===== src/rtl/cpu_types_pkg.sv =====
// Shared core types for the pipelined MIPS core.
//   word_t        : 32-bit machine word (instructions, addresses, data).
//   opcode_t      : 6-bit primary opcode field, instr[31:26].
//   fetch_state_t : fetch-stage state (RUN, HALTED).
//   PC_STEP       : sequential PC increment in bytes.
package cpu_types_pkg;

    typedef logic [31:0] word_t;

    typedef enum logic [5:0] {
        RTYPE = 6'h00,
        J     = 6'h02,
        JAL   = 6'h03,
        BEQ   = 6'h04,
        BNE   = 6'h05,
        ADDI  = 6'h08,
        LW    = 6'h23,
        SW    = 6'h2B,
        HALT  = 6'h3F
    } opcode_t;

    typedef enum logic [0:0] {
        RUN,
        HALTED
    } fetch_state_t;

    localparam word_t PC_STEP = 32'd4;

endpackage


===== src/rtl/fetch_stage_if.sv =====
// Instruction-memory request bus between the fetch stage and the icache/arbiter.
//   imemREN  : read request (fetch -> cache)
//   imemaddr : instruction address (fetch -> cache)
//   ihit     : imemload valid this cycle (cache -> fetch)
//   imemload : instruction word (cache -> fetch)
interface fetch_stage_if;
    import cpu_types_pkg::*;

    logic  imemREN;
    word_t imemaddr;
    logic  ihit;
    word_t imemload;

    modport master (
        output imemREN,
        output imemaddr,
        input  ihit,
        input  imemload
    );

    modport slave (
        input  imemREN,
        input  imemaddr,
        output ihit,
        output imemload
    );

endinterface


===== src/rtl/if_id_reg.sv =====
// IF/ID pipeline latch: instruction word, its PC+4 and a valid bit.
// Per-cycle priority: clear_i (valid <= 0, payload holds) > hold_i (all hold)
// > load_i (capture payload, valid <= 1) > otherwise bubble (valid <= 0).
// Ports:
//   clk_i, rst_i       : clock, synchronous active-high reset (all fields to 0)
//   clear_i, hold_i    : bubble insert / freeze controls
//   load_i             : capture instr_i / npc_i
//   instr_o, npc_o     : latched instruction and PC+4
//   valid_o            : latch holds a real instruction
module if_id_reg
    import cpu_types_pkg::*;
(
    input  logic  clk_i,
    input  logic  rst_i,
    input  logic  clear_i,
    input  logic  hold_i,
    input  logic  load_i,
    input  word_t instr_i,
    input  word_t npc_i,
    output word_t instr_o,
    output word_t npc_o,
    output logic  valid_o
);

    word_t instr_q, instr_d;
    word_t npc_q, npc_d;
    logic  valid_q, valid_d;

    always_comb begin
        instr_d = instr_q;
        npc_d   = npc_q;
        valid_d = valid_q;
        if (clear_i) begin
            valid_d = 1'b0;
        end else if (hold_i) begin
            valid_d = valid_q;
        end else if (load_i) begin
            instr_d = instr_i;
            npc_d   = npc_i;
            valid_d = 1'b1;
        end else begin
            valid_d = 1'b0;
        end
    end

    always_ff @(posedge clk_i) begin
        if (rst_i) begin
            instr_q <= '0;
            npc_q   <= '0;
            valid_q <= 1'b0;
        end else begin
            instr_q <= instr_d;
            npc_q   <= npc_d;
            valid_q <= valid_d;
        end
    end

    assign instr_o = instr_q;
    assign npc_o   = npc_q;
    assign valid_o = valid_q;

endmodule


===== src/rtl/fetch_stage.sv =====
// Instruction-fetch stage plus IF/ID latch of the pipelined MIPS core.
// Owns the PC, issues reads on the imem bus, latches returned words into
// IF/ID and exposes op/func to the decode control unit.
// Ports:
//   CLK, RST            : clock, synchronous active-high reset
//   imem                : icache request bus (master side)
//   stall, flush        : hazard-unit hold / bubble requests
//   redirect_en/_pc     : resolved branch/jump target
//   halt                : decoded halt on a valid ID instruction
//   instr_out, npc_out  : IF/ID instruction and its PC+4
//   valid_out           : IF/ID holds a real instruction
//   op_out, func_out    : instr_out[31:26] / instr_out[5:0]
//   halted              : fetch stopped until reset
module fetch_stage
    import cpu_types_pkg::*;
#(
    parameter int unsigned         WORD_W  = 32,
    parameter logic [WORD_W-1:0]   PC_INIT = 32'h0000_0000
) (
    input  logic              CLK,
    input  logic              RST,
    fetch_stage_if.master     imem,
    input  logic              stall,
    input  logic              flush,
    input  logic              redirect_en,
    input  logic [WORD_W-1:0] redirect_pc,
    input  logic              halt,
    output word_t             instr_out,
    output word_t             npc_out,
    output logic              valid_out,
    output opcode_t           op_out,
    output logic [5:0]        func_out,
    output logic              halted
);

    fetch_state_t      state_q, state_d;
    logic [WORD_W-1:0] pc_q, pc_d;
    logic [WORD_W-1:0] pc_plus4;
    logic              latch_clear;
    logic              latch_hold;
    logic              latch_load;

    // Modulo WORD_W: the top word wraps to address 0.
    assign pc_plus4 = pc_q + WORD_W'(PC_STEP);

    always_comb begin
        state_d     = state_q;
        pc_d        = pc_q;
        latch_clear = 1'b0;
        latch_hold  = 1'b0;
        latch_load  = 1'b0;
        unique case (state_q)
            RUN: begin
                if (redirect_en) begin
                    // Redirecting instruction is older; any halt is wrong-path.
                    pc_d        = redirect_pc;
                    latch_clear = 1'b1;
                end else if (halt) begin
                    state_d     = HALTED;
                    latch_clear = 1'b1;
                end else if (flush && !stall) begin
                    latch_clear = 1'b1;
                    if (imem.ihit) begin
                        pc_d = pc_plus4;
                    end
                end else if (stall) begin
                    // ihit ignored; the same address is re-read after the stall.
                    latch_hold = 1'b1;
                end else if (imem.ihit) begin
                    latch_load = 1'b1;
                    pc_d       = pc_plus4;
                end else begin
                    latch_clear = 1'b1;
                end
            end
            HALTED: begin
                latch_clear = 1'b1;
            end
            default: begin
                state_d = RUN;
            end
        endcase
    end

    always_ff @(posedge CLK) begin
        if (RST) begin
            state_q <= RUN;
            pc_q    <= PC_INIT;
        end else begin
            state_q <= state_d;
            pc_q    <= pc_d;
        end
    end

    if_id_reg u_if_id_reg (
        .clk_i   (CLK),
        .rst_i   (RST),
        .clear_i (latch_clear),
        .hold_i  (latch_hold),
        .load_i  (latch_load),
        .instr_i (imem.imemload),
        .npc_i   (pc_plus4),
        .instr_o (instr_out),
        .npc_o   (npc_out),
        .valid_o (valid_out)
    );

    assign imem.imemREN  = (state_q == RUN);
    assign imem.imemaddr = pc_q;
    assign halted        = (state_q == HALTED);
    assign op_out        = opcode_t'(instr_out[31:26]);
    assign func_out      = instr_out[5:0];

endmodule


===== src/flat_wrapper.sv =====
// flat-port wrapper written by rule: the top's interface ports become plain ports
module fetch_stage_flat import cpu_types_pkg::*;
#(
    parameter int unsigned         WORD_W  = 32,
    parameter logic [WORD_W-1:0]   PC_INIT = 32'h0000_0000
)
  (CLK, RST, stall, flush, redirect_en, redirect_pc, halt, instr_out, npc_out, valid_out, op_out, func_out, halted, imem_imemREN, imem_imemaddr, imem_ihit, imem_imemload);
  fetch_stage_if imem_i ();
  input  logic CLK;
  input  logic RST;
  input  logic stall;
  input  logic flush;
  input  logic redirect_en;
  input  logic [WORD_W-1:0] redirect_pc;
  input  logic halt;
  output word_t instr_out;
  output word_t npc_out;
  output logic valid_out;
  output opcode_t op_out;
  output logic [5:0] func_out;
  output logic halted;
  output wire logic [$bits(imem_i.imemREN)-1:0] imem_imemREN;
  output wire logic [$bits(imem_i.imemaddr)-1:0] imem_imemaddr;
  input wire logic [$bits(imem_i.ihit)-1:0] imem_ihit;
  input wire logic [$bits(imem_i.imemload)-1:0] imem_imemload;
  assign imem_imemREN = imem_i.imemREN;
  assign imem_imemaddr = imem_i.imemaddr;
  assign imem_i.ihit = imem_ihit;
  assign imem_i.imemload = imem_imemload;
  fetch_stage #(.WORD_W(WORD_W), .PC_INIT(PC_INIT)) u_core (.CLK(CLK), .RST(RST), .imem(imem_i), .stall(stall), .flush(flush), .redirect_en(redirect_en), .redirect_pc(redirect_pc), .halt(halt), .instr_out(instr_out), .npc_out(npc_out), .valid_out(valid_out), .op_out(op_out), .func_out(func_out), .halted(halted));
endmodule

===== config.mk =====
export PLATFORM = sky130hd
export DESIGN_NAME = fetch_stage_flat
export DESIGN_NICKNAME = d
export VERILOG_FILES = /design/src/rtl/cpu_types_pkg.sv /design/src/rtl/fetch_stage_if.sv /design/src/rtl/if_id_reg.sv /design/src/rtl/fetch_stage.sv /design/src/flat_wrapper.sv
export SDC_FILE = /design/constraint.sdc
export NUM_CORES = 1
export LEC_CHECK = 0
export ABC_AREA = 1
export CORE_UTILIZATION = 30
export DETAILED_ROUTE_END_ITERATION = 6
export PLACE_DENSITY = 0.7
export SETUP_SLACK_MARGIN = 0.4
export SLEW_MARGIN = 20
export SYNTH_ARGS = -nofsm -noshare
export SYNTH_HDL_FRONTEND = slang
export SYNTH_SLANG_ARGS = --single-unit

===== constraint.sdc =====
create_clock -name CLK -period 2.09 [get_ports CLK]
set_input_delay 0.418 -clock CLK [delete_from_list [all_inputs] [get_ports CLK]]
set_output_delay 0.418 -clock CLK [all_outputs]
set_load 0.02 [all_outputs]

* After elaboration in Yosys (flattened, before gate mapping)
Cells that the tools add are included.
Operators by class: eq/ne operators 2, $add $sub $neg 1, bitwise operators 3, mux-type cells 26, reduce and logical (&&, ||, !) cells 5
Operators by type and width (number):
- $mux 32 | 5
- $add 32x3->32 const B | 1
- $mux 1 | 20
- $reduce_and 3->1 | 2
- $ne 3x1->1 const B | 1
- $not 1->1 | 3
- $ne 2x2->1 const B | 1
- $pmux 1 s2 | 1
- $reduce_or 2->1 | 1
- $logic_and 1x1->1 | 1
- $logic_not 1->1 | 1
Storage, ports and cells: word-level logic and storage cells 42, bits in registers 98

* Depth between registers and ports, before layout
Gate-level depths: netlist of run 1.
depth after elaboration 8, mapped depth 11, gate-level depth less buffers 11

* By module
Synthesis of run 1 repeated with hierarchy kept, for this count alone.
Second synthesis, totals: cells, all modules 802, area, all modules 5375.2 um^2
Modules (own cells, without submodules):
- if_id_reg | area each 2940.3 um^2, times used 1, cells each 426
- fetch_stage | area each 2434.8 um^2, times used 1, cells each 376

* Worst setup path after synthesis of run 1
Ideal clock, no wire load.
path type register -> register, start point register u_core.pc_q[2], in the netlist u_core.imem.imemaddr[2], end point register u_core.u_if_id_reg.npc_q[22], in the netlist u_core.u_if_id_reg.npc_o[22], cell stages (with the launch flop) 11, data arrival time 1.517 ns, library setup time 0.115 ns, slack 0.457 ns, data required time 1.975 ns, cell sequence dfxtp_1 -> ha_1 -> nand2_1 -> nor2_4 -> nand2_4 -> nor2_4 -> nand2_1 -> nand2_1 -> nand2_1 -> o21ai_0 -> inv_1
On the way: cells in the longest elaborated chain, start to end 1
Ends and longest elaborated chain:
- start: declaration | line fetch_stage.sv:37 | logic [WORD_W-1:0] pc_q, pc_d;
- start signal: assignment | line fetch_stage.sv:91 | pc_q <= pc_d;
- $add 32x3->32 | line fetch_stage.sv:44 | assign pc_plus4 = pc_q + WORD_W'(PC_STEP);
- end signal: assignment | line if_id_reg.sv:53 | npc_q <= npc_d;
- end: declaration | line if_id_reg.sv:26 | word_t npc_q, npc_d;
Every way passes these cells. A chain may end at the register's enable or synchronous reset.

* Worst setup path after layout of run 1
start point register u_core.pc_q[2], in the netlist u_core.imem.imemaddr[2], end point register u_core.u_if_id_reg.npc_q[20], in the netlist u_core.u_if_id_reg.npc_o[20]
Same word-level chain as after synthesis.

==> results.md, run 1 <==
* Outcome: finished clean
* Hold Fails Final Rpt at 0
* Antenna-violating nets left at 0
* Worst-Skew Late Latency at 0.36 ns
* Slew @ Worst Pin at 0.387 ns
* Crit path max fanout at 5
* Maximum root-to-sink buffer count at 2
* Synth Warn # at 0
* Pins Over Slew Limit at 0
* Cell taking the most area after synthesis: dfxtp_1
* DR vias at 4,927
* CP Launch Type: register
* Cell mode on critical path: nand2_1
* CTS buffer count at 9
* Max IR drop VDD at 0.000417 V
* Combinational share of power at 16.3%
* Yosys reg bits at 98
* Hold WS at 0.466 ns
* Tcrit/Tclk final at 77.6%
* Ports at 182
* EDFF count, synth at 0
* Pint at 3.36 mW
* Register area at 1980 sq um
* Post-synth top flop: dfxtp_1
* Power Density at 664 nW/um^2
* Post-synth top cells: 146 x nor2_1, 122 x nand2_1, 98 x dfxtp_1, 87 x o21ai_0, 57 x a21oi_1
* CP Capture Type: register
* Overflow after GRT at 0
* Data arrival, critical path at 1.93 ns
* RSZ-0062 raised after global routing: no
* Global-route wire length before repair at 23,700 um
* Clock transition at path regs at 0.07 ns
* DR WL/cell at 15.0 um
* Area of the multi-input gates at 2350 sq um
* RR Startpoint: u_core.imem.imemaddr[2]$_SDFFE_PP0P_
* Cell area after synthesis at 4660 sq um
* Initial antenna violation count at 1
* Worst-path cell chain: ha_4 -> nand2_1 -> nor2_4 -> nand2_4 -> nor2_4 -> nand2_1 -> nand2_1 -> nand2_2 -> a21o_1 -> inv_1
* Seq/Total Area, Yosys at 42.1%
* DRT iter0 DRCs at 339
* CP top delay family: simple AND/OR/NAND/NOR gates
* Die Area at 16,100 sq um
* Critical path type: register to register
* Starting Density at 30.7%
* HPWL Detailed at 11,000 um
* Clk network pwr share at 39.0%
* # DRC at 0
* Fmax at 616 MHz
* Cell Rows at 45
* Syn Area/Cell at 6.82 sq um
* Critical path depth at 10
* Gpl congestion at 0.859
* Leakage Power at 3.25 nW
* Vias in the first global route at 4,346
* Min Tclk post-route at 1.62 ns
* Flop pwr share at 44.6%
* Root Driver: clkbuf_16
* Worst-case reg-to-reg path depth at 10
* Synthesized net count at 756
* Post-layout instance area at 6920 sq um
* GR Util All Layers at 19.2%
* CTS tree: yes
* Port Buffers at 181
* Die width at 127 um
* Total Wirelength at 15,600 um
* Largest cells by area after synthesis: dfxtp_1 42%, nor2_1 12%, nand2_1 9.8%, o21ai_0 9.3%, a21oi_1 6.1%
* Fill cell count at 1,595
* Layout cells sized above 1 at 9.32%
* CORE AREA at 15,200 sq um
* Die height at 127 um
* Worst hold stages at 2
* Max_slew headroom at 74.2%
* CP bufs+invs at 1
* Nets at 916
* Detailed Routing Iterations Pass 1 at 5
* Most common cell in the netlist: nor2_1
* Synth unique cells at 28
* Setup tns final at 0 ns
* HP Start: u_core.u_if_id_reg.npc_o[5]$_SDFFE_PP0P_
* Psw at 1.24 mW
* Vias per Instance at 4.75
* Pin count of the biggest net entering global routing at 42
* Setup Skew at 0.0141 ns
* Class of the worst hold path: register to register
* Htree depth at 3
* Sw Share at 27.0%
* Slowest cell on the critical path: dfxtp_2
* Share of the synthesized area in the top cell type at 42.1%
* Critical Path RT at 2.40 ns
* Maxcap violations at 0
* Clk sinks at 98
* Asr flop ratio synth at 0%
* Area Overhead vs Synth at 48.4%
* Final setup viols at 0
* CP max stage delay at 0.35 ns
* CP startpoint: u_core.imem.imemaddr[2]$_SDFFE_PP0P_
* Gate Count Post-Synth at 684
* Placed Area at 6590 sq um
[power by group through the flow]
stage                     clock network, mW  registers (mW)  logic [mW]
final                                  1.80            2.05       0.751
after global routing                   1.91            2.07       0.823
after CTS                              1.85            2.05       0.740
after detailed placement                  0            2.09       0.794
after global placement                    0            2.09       0.790
after floorplan                           0            2.17       0.297
[placed cells by master (no fill, tap or decap), drive strengths merged]
master / count
ha: 1
nor3b: 1
buf: 15
clkdlybuf4s15: 1
dfxtp: 98
xor2: 10
nor3: 2
bufinv: 2
diode: 1
clkinv: 3
a31oi: 3
xnor2: 3
clkdlybuf4s50: 70
nand2: 128
nand3b: 5
a21oi: 57
clkbuf: 11
or2: 1
o211ai: 1
and2: 3
inv: 50
dlygate4sd2: 110
a21o: 3
nand3: 18
o21ai: 92
nor2: 160
[path summary, 6_finish.rpt]
check | slack [ns] | endpoint
worst min-delay path | 0.47 | u_core.u_if_id_reg.npc_o[5]$_SDFFE_PP0P_
worst max register to register | 0.47 | u_core.u_if_id_reg.npc_o[20]$_SDFFE_PP0P_
worst max-delay path | 0.47 | u_core.u_if_id_reg.npc_o[20]$_SDFFE_PP0P_
worst min register to register | 0.47 | u_core.u_if_id_reg.npc_o[5]$_SDFFE_PP0P_
[routing by layer]
metal	part of all wire (%)	track usage [%]
met5	0	0
met4	1.3	7.35
met3	7.7	4.98
met2	45	30.4
met1	46	25.2
[timing repair]
| item | 4_1_cts | 5_1_grt |
|---|---|---|
| endpoints found under the setup margin | 117 | 62 |
| gates cloned | 0 | 1 |
| pin swaps | 1 | 6 |
| gates resized for setup | 113 | 36 |
| buffers inserted | 0 | 2 |
| hold buffers | 0 | 0 |
[tightest hold or removal path, cell delays in order, from the launching register on]
cell and delay (ns):
dfxtp_1 0.31, nand2_1 0.06, a21oi_1 0.05
[registers in the layout, summed over array words and instances, names as in the netlist]
signal,count
u_core.halted,1
u_core.imem.imemaddr,32
u_core.u_if_id_reg.instr_o,32
u_core.u_if_id_reg.npc_o,32
u_core.u_if_id_reg.valid_o,1
[logic make-up after synthesis]
kind of cell,synth area share [%]
buffers and inverters,9.55
and+or+nand+nor,28.6
adders and majority gates,0.268
xor gates and xnor gates,2.44
DFF,42.1
AOI/OAI and AO/OA,17.0
[final cells by class]
class / instances / share of cell area [%]
Tap cell: 188 / 3.40
Multi-Input combinational cell: 488 / 33.9
Clock buffer: 10 / 3.45
Clock inverter: 5 / 1.14
Timing Repair Buffer: 197 / 26.8
Sequential cell: 98 / 28.6
Inverter: 50 / 2.78
Antenna cell: 1 / 0.0361
[metrics by stage]
stage / power [mW] / util, % / setup WS, ns / cells
3_5_place_dp: 2.89 / 43.4 / 0.0731 / 1018
6_report: 4.60 / 45.5 / 0.468 / 1037
5_1_grt: 4.80 / 45.5 / 0.390 / 1037
2_1_floorplan: 2.46 / - / 0.457 / 684
4_1_cts: 4.64 / 44.6 / 0.428 / 1033
3_3_place_gp: 2.88 / 43.4 / 0.139 / 1018
(Power assumes the default switching activity.)
==> run 2, diff against run 1 <==
--- a/config.mk
+++ b/config.mk
@@ -8,7 +8,7 @@
 export ABC_AREA = 1
 export CORE_UTILIZATION = 30
 export DETAILED_ROUTE_END_ITERATION = 6
-export PLACE_DENSITY = 0.7
+export PLACE_DENSITY = 0.72
 export SETUP_SLACK_MARGIN = 0.4
 export SLEW_MARGIN = 20
 export SYNTH_ARGS = -nofsm -noshare
==> constraint.sdc (replaced) <==
create_clock -name CLK -period 1.3 [get_ports CLK]
set_input_delay 0.26 -clock CLK [delete_from_list [all_inputs] [get_ports CLK]]
set_output_delay 0.26 -clock CLK [all_outputs]
set_load 0.02 [all_outputs]
==> run 2 against run 1 <==
  * The flow now finishes with violations (setup timing)
  * Sequential share of layout area shrank 5.4 points
  * Clock skew shrank 0.0030 ns
  * Highest routed layer unchanged
  * Combinational power grew to 2.6 times the previous value
  * Wire length grew 25%
  * Final cell count grew 11%
  * Die area is the same
  * Power grew 74%
  * Hold slack gained 0.0042 ns
  * Sequential power grew 61%
  * Maximum frequency grew 3.6%
  * Critical path type unchanged
  * Register-to-register slack lost 0.73 ns
  * Flip-flop and latch count is the same
  * Critical endpoint is now u_core.u_if_id_reg.npc_o[30]$_SDFFE_PP0P_
==> results.md, run 2 (same netlist as run 1, synthesis figures left out) <==
* Outcome: finished, violations left (was finished clean)
* Failing checks: setup timing
* Worst Hold Path EP: u_core.u_if_id_reg.valid_o$_SDFFE_PP0N_ (was u_core.u_if_id_reg.npc_o[5]$_SDFFE_PP0P_)
* Setup WS post-layout at -0.266 ns (was 0.468 ns)
* Slew @ Worst Pin at 0.416 ns (was 0.387 ns)
* Slowest cell on the critical path: dfxtp_4 (was dfxtp_2)
* GRT busiest layer: met2 (unchanged)
* Total Wirelength at 19,400 um (was 15,600 um)
* Cell Rows at 45 (unchanged)
* Most common library cell in the layout ignoring fill and taps: buf_6 (was nor2_1)
* CTS tree: yes (unchanged)
* Gpl congestion at 0.894 (was 0.859)
* Nets at 1,035 (was 916)
* HPWL Detailed at 11,400 um (was 11,000 um)
* DR vias at 5,619 (was 4,927)
* Die Area at 16,100 sq um (unchanged)
* Met3 Use GR at 5.02% (was 4.98%)
* Critical path type: register to register (unchanged)
* Worst-case reg-to-reg path depth at 11 (was 10)
* Crit path max fanout at 4 (was 5)
* Critical Path RT at 1.56 ns (was 2.40 ns)
* Detailed Routing Iterations Pass 1 at 5 (unchanged)
* Fmax at 639 MHz (was 616 MHz)
* Htree depth at 3 (unchanged)
* Root Driver: clkbuf_16 (unchanged)
* Clock transition at path regs at 0.07 ns (about the same)
* RSZ-0062 raised after global routing: yes (was no)
* DRT iter0 DRCs at 327 (was 339)
* DR WL/cell at 16.8 um (was 15.0 um)
* Most frequent cells in the layout: 143 x buf_6, 115 x nor2_1, 93 x nand2_1, 74 x buf_4, 64 x clkdlybuf4s50_1 (was 145 x nor2_1, 117 x nand2_1, 110 x dlygate4sd2_1, 88 x dfxtp_1, 84 x o21ai_0)
* Final setup viols at 85 (was 0)
* Vias per Instance at 4.86 (was 4.75)
* Post-layout instance area at 9370 sq um (was 6920 sq um)
* Met1 GRT Util at 26.7% (was 25.2%)
* Setup Skew at 0.0111 ns (was 0.0141 ns)
* Class of the worst hold path: input pin to register (was register to register)
* # DRC at 0 (unchanged)
* Power Density at 853 nW/um^2 (was 664 nW/um^2)
* Global-route wire length before repair at 27,900 um (was 23,700 um)
* Data arrival, critical path at 1.82 ns (was 1.93 ns)
* Hold Fails Final Rpt at 0 (unchanged)
* Antenna-violating nets left at 0 (unchanged)
* Max IR drop VDD at 0.000572 V (was 0.000417 V)
* Worst-Skew Late Latency at 0.36 ns (about the same)
* CP Launch Type: register (unchanged)
* Die width at 127 um (unchanged)
* RR Startpoint: u_core.imem.imemaddr[3]$_SDFFE_PP0P_ (was u_core.imem.imemaddr[2]$_SDFFE_PP0P_)
* HP Start: stall (was u_core.u_if_id_reg.npc_o[5]$_SDFFE_PP0P_)
* GR Util All Layers at 22.6% (was 19.2%)
* CP bufs+invs at 3 (was 1)
* Hold WS at 0.471 ns (was 0.466 ns)
* CP max stage delay at 0.37 ns (was 0.35 ns)
* Worst r2r dst: u_core.u_if_id_reg.npc_o[30]$_SDFFE_PP0P_ (was u_core.u_if_id_reg.npc_o[20]$_SDFFE_PP0P_)
* Leakage Power at 4.09 nW (was 3.25 nW)
* Starting Density at 30.7% (unchanged)
* Die height at 127 um (unchanged)
* Clk sinks at 98 (unchanged)
* Initial antenna violation count at 0 (was 1)
* CORE AREA at 15,200 sq um (unchanged)
* Ant diodes at 0 (was 1)
* Maximum root-to-sink buffer count at 2 (unchanged)
* CP top delay family: simple AND/OR/NAND/NOR gates (unchanged)
* Area Overhead vs Synth at 101% (was 48.4%)
* Worst-path cell chain: ha_4 -> nand2_4 -> nor2_4 -> buf_4 -> inv_2 -> nor2_4 -> nand2_1 -> nand2_1 -> nand2_2 -> o21ai_1 -> inv_1 (was ha_4 -> nand2_1 -> nor2_4 -> nand2_4 -> nor2_4 -> nand2_1 -> nand2_1 -> nand2_2 -> a21o_1 -> inv_1)
* Layout cells sized above 1 at 54.1% (was 9.32%)
* Max_slew headroom at 72.3% (was 74.2%)
* CTS buffer count at 9 (unchanged)
* Pin count of the biggest net entering global routing at 32 (was 42)
* Port Buffers at 181 (unchanged)
* Pins Over Slew Limit at 0 (unchanged)
* M2 GR Usage at 39.0% (was 30.4%)
* Vias in the first global route at 5,356 (was 4,346)
* Register-to-register setup slack at -0.27 ns (was 0.47 ns)
* Ports at 182 (unchanged)
* Hold-fix buffers, CTS at 0 (unchanged)
* Min Tclk post-route at 1.57 ns (was 1.62 ns)
* CP Capture Type: register (unchanged)
* Overflow after GRT at 0 (unchanged)
* Worst hold stages at 4 (was 2)
* Tcrit/Tclk final at 120% (was 77.6%)
* Maxcap violations at 0 (unchanged)
* Placed Area at 7230 sq um (was 6590 sq um)
-- run 2: changes by cell type in the layout (fill, tap and decap cells not counted), moves of 19 or more --
cell,previous run,this run
dlygate4sd2_1,110,5
dfxtp_4,1,36
buf_6,1,143
buf_4,11,74
nor2_1,145,115
o21ai_2,0,39
nand2_2,9,28
nand2_1,117,93
dfxtp_1,88,1
dfxtp_2,9,61
o21ai_0,84,25
-- run 2: final cells by class --
cell class,count,area [sq um]
Clock buffer,11,254
Clock inverter,5,33.8
Fill cell,1278,5830
Inverter,50,208
Multi-Input combinational cell,488,2970
Sequential cell,98,2170
Tap cell,188,235
Timing Repair Buffer,316,3500
-- run 2: worst max path at each step --
stage	from	to	slack, ns	cells after the start
after detailed placement	redirect_en	u_core.imem.imemaddr[30]$_SDFFE_PP0P_	-0.54	9
after global routing	u_core.imem.imemaddr[3]$_SDFFE_PP0P_	u_core.u_if_id_reg.npc_o[30]$_SDFFE_PP0P_	-0.36	11
after global placement	redirect_en	u_core.u_if_id_reg.npc_o[31]$_SDFFE_PP0P_	-0.47	11
after floorplan	u_core.imem.imemaddr[3]$_SDFFE_PP0P_	u_core.imem.imemaddr[18]$_SDFFE_PP0P_	-0.09	8
final	u_core.imem.imemaddr[3]$_SDFFE_PP0P_	u_core.u_if_id_reg.npc_o[30]$_SDFFE_PP0P_	-0.27	11
after CTS	u_core.imem.imemaddr[3]$_SDFFE_PP0P_	u_core.u_if_id_reg.npc_o[20]$_SDFFE_PP0P_	-0.25	10
-- run 2: power by group --
group	internal [mW]	switching (mW)
logic	1.05	0.939
registers	3.13	0.177
clock network	1.43	1.26
-- run 2: worst register-to-register path, cell delays in order (launching register included) --
cell,delay [ns]
dfxtp_4,0.37
ha_4,0.15
nand2_4,0.05
nor2_4,0.17
buf_4,0.15
inv_2,0.03
nor2_4,0.15
nand2_1,0.08
nand2_1,0.08
nand2_2,0.07
o21ai_1,0.12
inv_1,0.06
-- run 2: stage by stage --
stage	TNS, ns	utilization [%]	worst slack, ns	total power [mW]	instances
finish	-10.07	61.6	-0.266	7.99	1156
global route	-17.85	61.6	-0.362	8.29	1156
CTS	-8.39	56.9	-0.253	7.83	1128
detailed placement	-44.30	47.6	-0.539	4.84	1074
global placement	-41.57	47.6	-0.469	4.82	1074
floorplan	-1.04	-	-0.0907	4.03	684
-- run 2: metal layers --
layer	vias up	wire, um
met5	-	0
met4	0	675
met3	38	1360
met2	241	9680
met1	2602	7730
li1	2738	-
-- run 2: what timing repair did --
item / 4_1_cts / 5_1_grt
pin swaps: 60 / 48
gates cloned: 6 / 6
endpoints found under the hold margin: 0 / 0
resized for setup: 881 / 106
setup endpoints to repair: 209 / 209
setup buffers: 32 / 22
==> run 3, diff against run 2 <==
--- a/config.mk
+++ b/config.mk
@@ -10,7 +10,6 @@
 export DETAILED_ROUTE_END_ITERATION = 6
 export PLACE_DENSITY = 0.72
 export SETUP_SLACK_MARGIN = 0.4
-export SLEW_MARGIN = 20
 export SYNTH_ARGS = -nofsm -noshare
 export SYNTH_HDL_FRONTEND = slang
 export SYNTH_SLANG_ARGS = --single-unit
==> results of run 3 <==
Final layout, timing and power as in run 2 (identical DEF).
==> RTL edit (settings of run 1) <==
Reset style: asynchronous (`RST` and `rst_i`), changed in 2 clocked blocks. Comments in the files are not updated.
--- a/src/rtl/if_id_reg.sv
+++ b/src/rtl/if_id_reg.sv
@@ -43,7 +43,7 @@
         end
     end
 
-    always_ff @(posedge clk_i) begin
+    always_ff @(posedge clk_i or posedge rst_i) begin
         if (rst_i) begin
             instr_q <= '0;
             npc_q   <= '0;
--- a/src/rtl/fetch_stage.sv
+++ b/src/rtl/fetch_stage.sv
@@ -82,7 +82,7 @@
         endcase
     end
 
-    always_ff @(posedge CLK) begin
+    always_ff @(posedge CLK or posedge RST) begin
         if (RST) begin
             state_q <= RUN;
             pc_q    <= PC_INIT;
Behaviour: differs if RST is asserted again (counterexample within 4 cycles, from zero or initial values and one cycle with RST high); with RST held inactive, the same outputs for 4 cycles.
==> RTL edit against run 1 <==
- synthesized area is 6.3% higher
- final area rose by 3.6%
- sequential cell count unchanged
- non-clock buffer count decreased by 2
- die area increased by 6.2%
- critical path depth is 3 lower
- worst setup slack lost 0.042 ns
- first-iteration DRC count down 53%
- wire length down 4.6%
- count of clock-buffer cells in the layout did not move
- global-route usage fell by 1.4 points
- critical endpoint is now u_core.imem.imemaddr[6]$_DFFE_PP0P_
Power is not compared: it rests on default switching activity, and its combinational part moved more than twofold at a synthesized area within 25%.
==> RTL edit: results (changes against run 1) <==
| Metric | Value |
|---|---|
| Routed length on met2 | `6.97 mm (-1.5%)` |
| Relative area of non-clock buffer cells in the final design | `0.254 (-0.0140)` |
| Detailed route wirelength on metal3 | `882 um (-27%)` |
| Top FF cell, synth | `sky130_fd_sc_hd__dfrtp_1` |
| Net Count, Synth | `748 (-1.1%)` |
| Detail Placement HPWL | `10.8 mm (-2.2%)` |
| 1st-pass router iterations | `4 (-1)` |
| Adder-cell share of the synthesized area | `0.00252 (-0.000160)` |
| Cell type contributing the most total cell area after synthesis | `sky130_fd_sc_hd__dfrtp_1` |
| Clock network share of area | `0.0399 (-0.00596)` |
| Critical path data arrival time | `1.89 ns (-0.04 ns)` |
| Setup clock skew after layout | `0.00831 ns (-0.00582 ns)` |
| Initial antenna violation count | `0 (-1)` |
| First-pass GRT wire length | `23.1 mm (-2.3%)` |
| XOR/XNOR Fraction of Synth Area | `0.0106 (-0.0138)` |
| Number of antenna repair diodes | `0 (-1)` |
| Number of non-clock buffers | `195 (-1.0%)` |
| Area used by sequential logic in the layout | `2450 um^2 (+24%)` |
| FILL cells | `1,636 (+2.6%)` |
| Final GP Congestion | `0.812 (-5.5%)` |
| Area contributors post-synth | `sky130_fd_sc_hd__dfrtp_1 (49%), sky130_fd_sc_hd__nand2_1 (23%), sky130_fd_sc_hd__nor2_1 (6.6%)` |
| GR Layer Usage met1 | `0.225 (-0.0276)` |
| Most frequent cells after synthesis | `sky130_fd_sc_hd__nand2_1 (298), sky130_fd_sc_hd__dfrtp_1 (98), sky130_fd_sc_hd__nor2_1 (87)` |
| Result of the run | `finished, final reports clean` |
| GRT Total Usage | `0.179 (-0.0136)` |
| Delay of the slowest cell on the worst path | `0.45 ns (+0.10 ns)` |
| Multi-input gate share of the layout cell area | `0.305 (-0.0336)` |
| Synth unique cells | `24 (-14%)` |
| Critical R2R Launch | `u_core.imem.imemaddr[3]$_DFFE_PP0P_` |
| Endpoint of the lowest-slack register-to-register path | `u_core.imem.imemaddr[26]$_DFFE_PP0P_` |
| Total of cells resized after clock tree synthesis | `117 (+3.5%)` |
| Inverter count of the layout excluding clock inverters | `39 (-22%)` |
| Complex-gate fraction of the synthesized area | `0.0669 (-0.103)` |
| Startpoint of the most critical hold path | `u_core.u_if_id_reg.instr_o[21]$_DFFE_PP0P_` |
| Async S/R FF share, synth | `1.00 (+1.00)` |
| Least-Margin Pin Slew | `0.518 ns (+0.131 ns)` |
| Clock buffer count | `10 (unchanged)` |
| Buffer count from post-CTS setup fixing | `1 (+1)` |
| Endpoint with the worst hold slack | `u_core.u_if_id_reg.instr_o[21]$_DFFE_PP0P_` |
| Via count of the first global-routing pass | `4,479 (+3.1%)` |
| Fraction of final layout cells sized beyond drive strength 1 | `0.0684 (-0.0248)` |
| Met2 capacity usage during global routing | `0.293 (-0.0110)` |
| Starting density of the core | `0.310 (+0.00315)` |
| Reg-to-reg setup timing slack | `0.44 ns (-0.03 ns)` |
| Maximum number of pins on one net before global-route repair | `74 (+76%)` |
RTL edit: changes by cell type in the layout (fill, tap and decap cells not counted), sizes merged, moves of 12 or more:
cell / run 1 / this run
dfxtp: 98 / 0
o21ai: 92 / 29
dfrtp: 0 / 98
a21oi: 57 / 14
nand2: 128 / 300
nand3: 18 / 30
inv: 50 / 37
nor2: 160 / 98
RTL edit: how the worst max path moves through the flow:
| stage | startpoint | to | slack (ns) | cells past startpoint |
|---|---|---|---|---|
| after detailed placement | redirect_en | u_core.imem.imemaddr[9]$_DFFE_PP0P_ | -0.03 | 7 |
| after floorplan | RST | u_core.halted$_DFF_PP0_ | 0.51 | 1 |
| final | redirect_en | u_core.imem.imemaddr[6]$_DFFE_PP0P_ | 0.43 | 7 |
| after global routing | u_core.imem.imemaddr[3]$_DFFE_PP0P_ | u_core.imem.imemaddr[26]$_DFFE_PP0P_ | 0.29 | 10 |
| after CTS | u_core.imem.imemaddr[3]$_DFFE_PP0P_ | u_core.imem.imemaddr[26]$_DFFE_PP0P_ | 0.41 | 10 |
| after global placement | redirect_en | u_core.imem.imemaddr[9]$_DFFE_PP0P_ | 0.02 | 7 |
RTL edit: stage by stage:
stage | setup TNS (ns) | area [um^2] | worst slack, ns | hold WS, ns | std cells
after detailed placement | -0.0275 | 6930 | -0.0256 | 0.459 | 1043
after global routing | 0 | 7170 | 0.294 | 0.489 | 1064
after CTS | 0 | 7100 | 0.410 | 0.469 | 1060
final | 0 | 7170 | 0.425 | 0.462 | 1064
after floorplan | 0 | 4960 | 0.506 | 0.464 | 676
after global placement | 0 | 6930 | 0.0204 | 0.452 | 1043
RTL edit: cells by family after synthesis:
| family | after synthesis |
|---|---|
| flops | 98 |
| xor+xnor | 6 |
| compound gates | 60 |
| simple gates | 433 |
| fa+ha+maj | 1 |
| buf+inv | 78 |
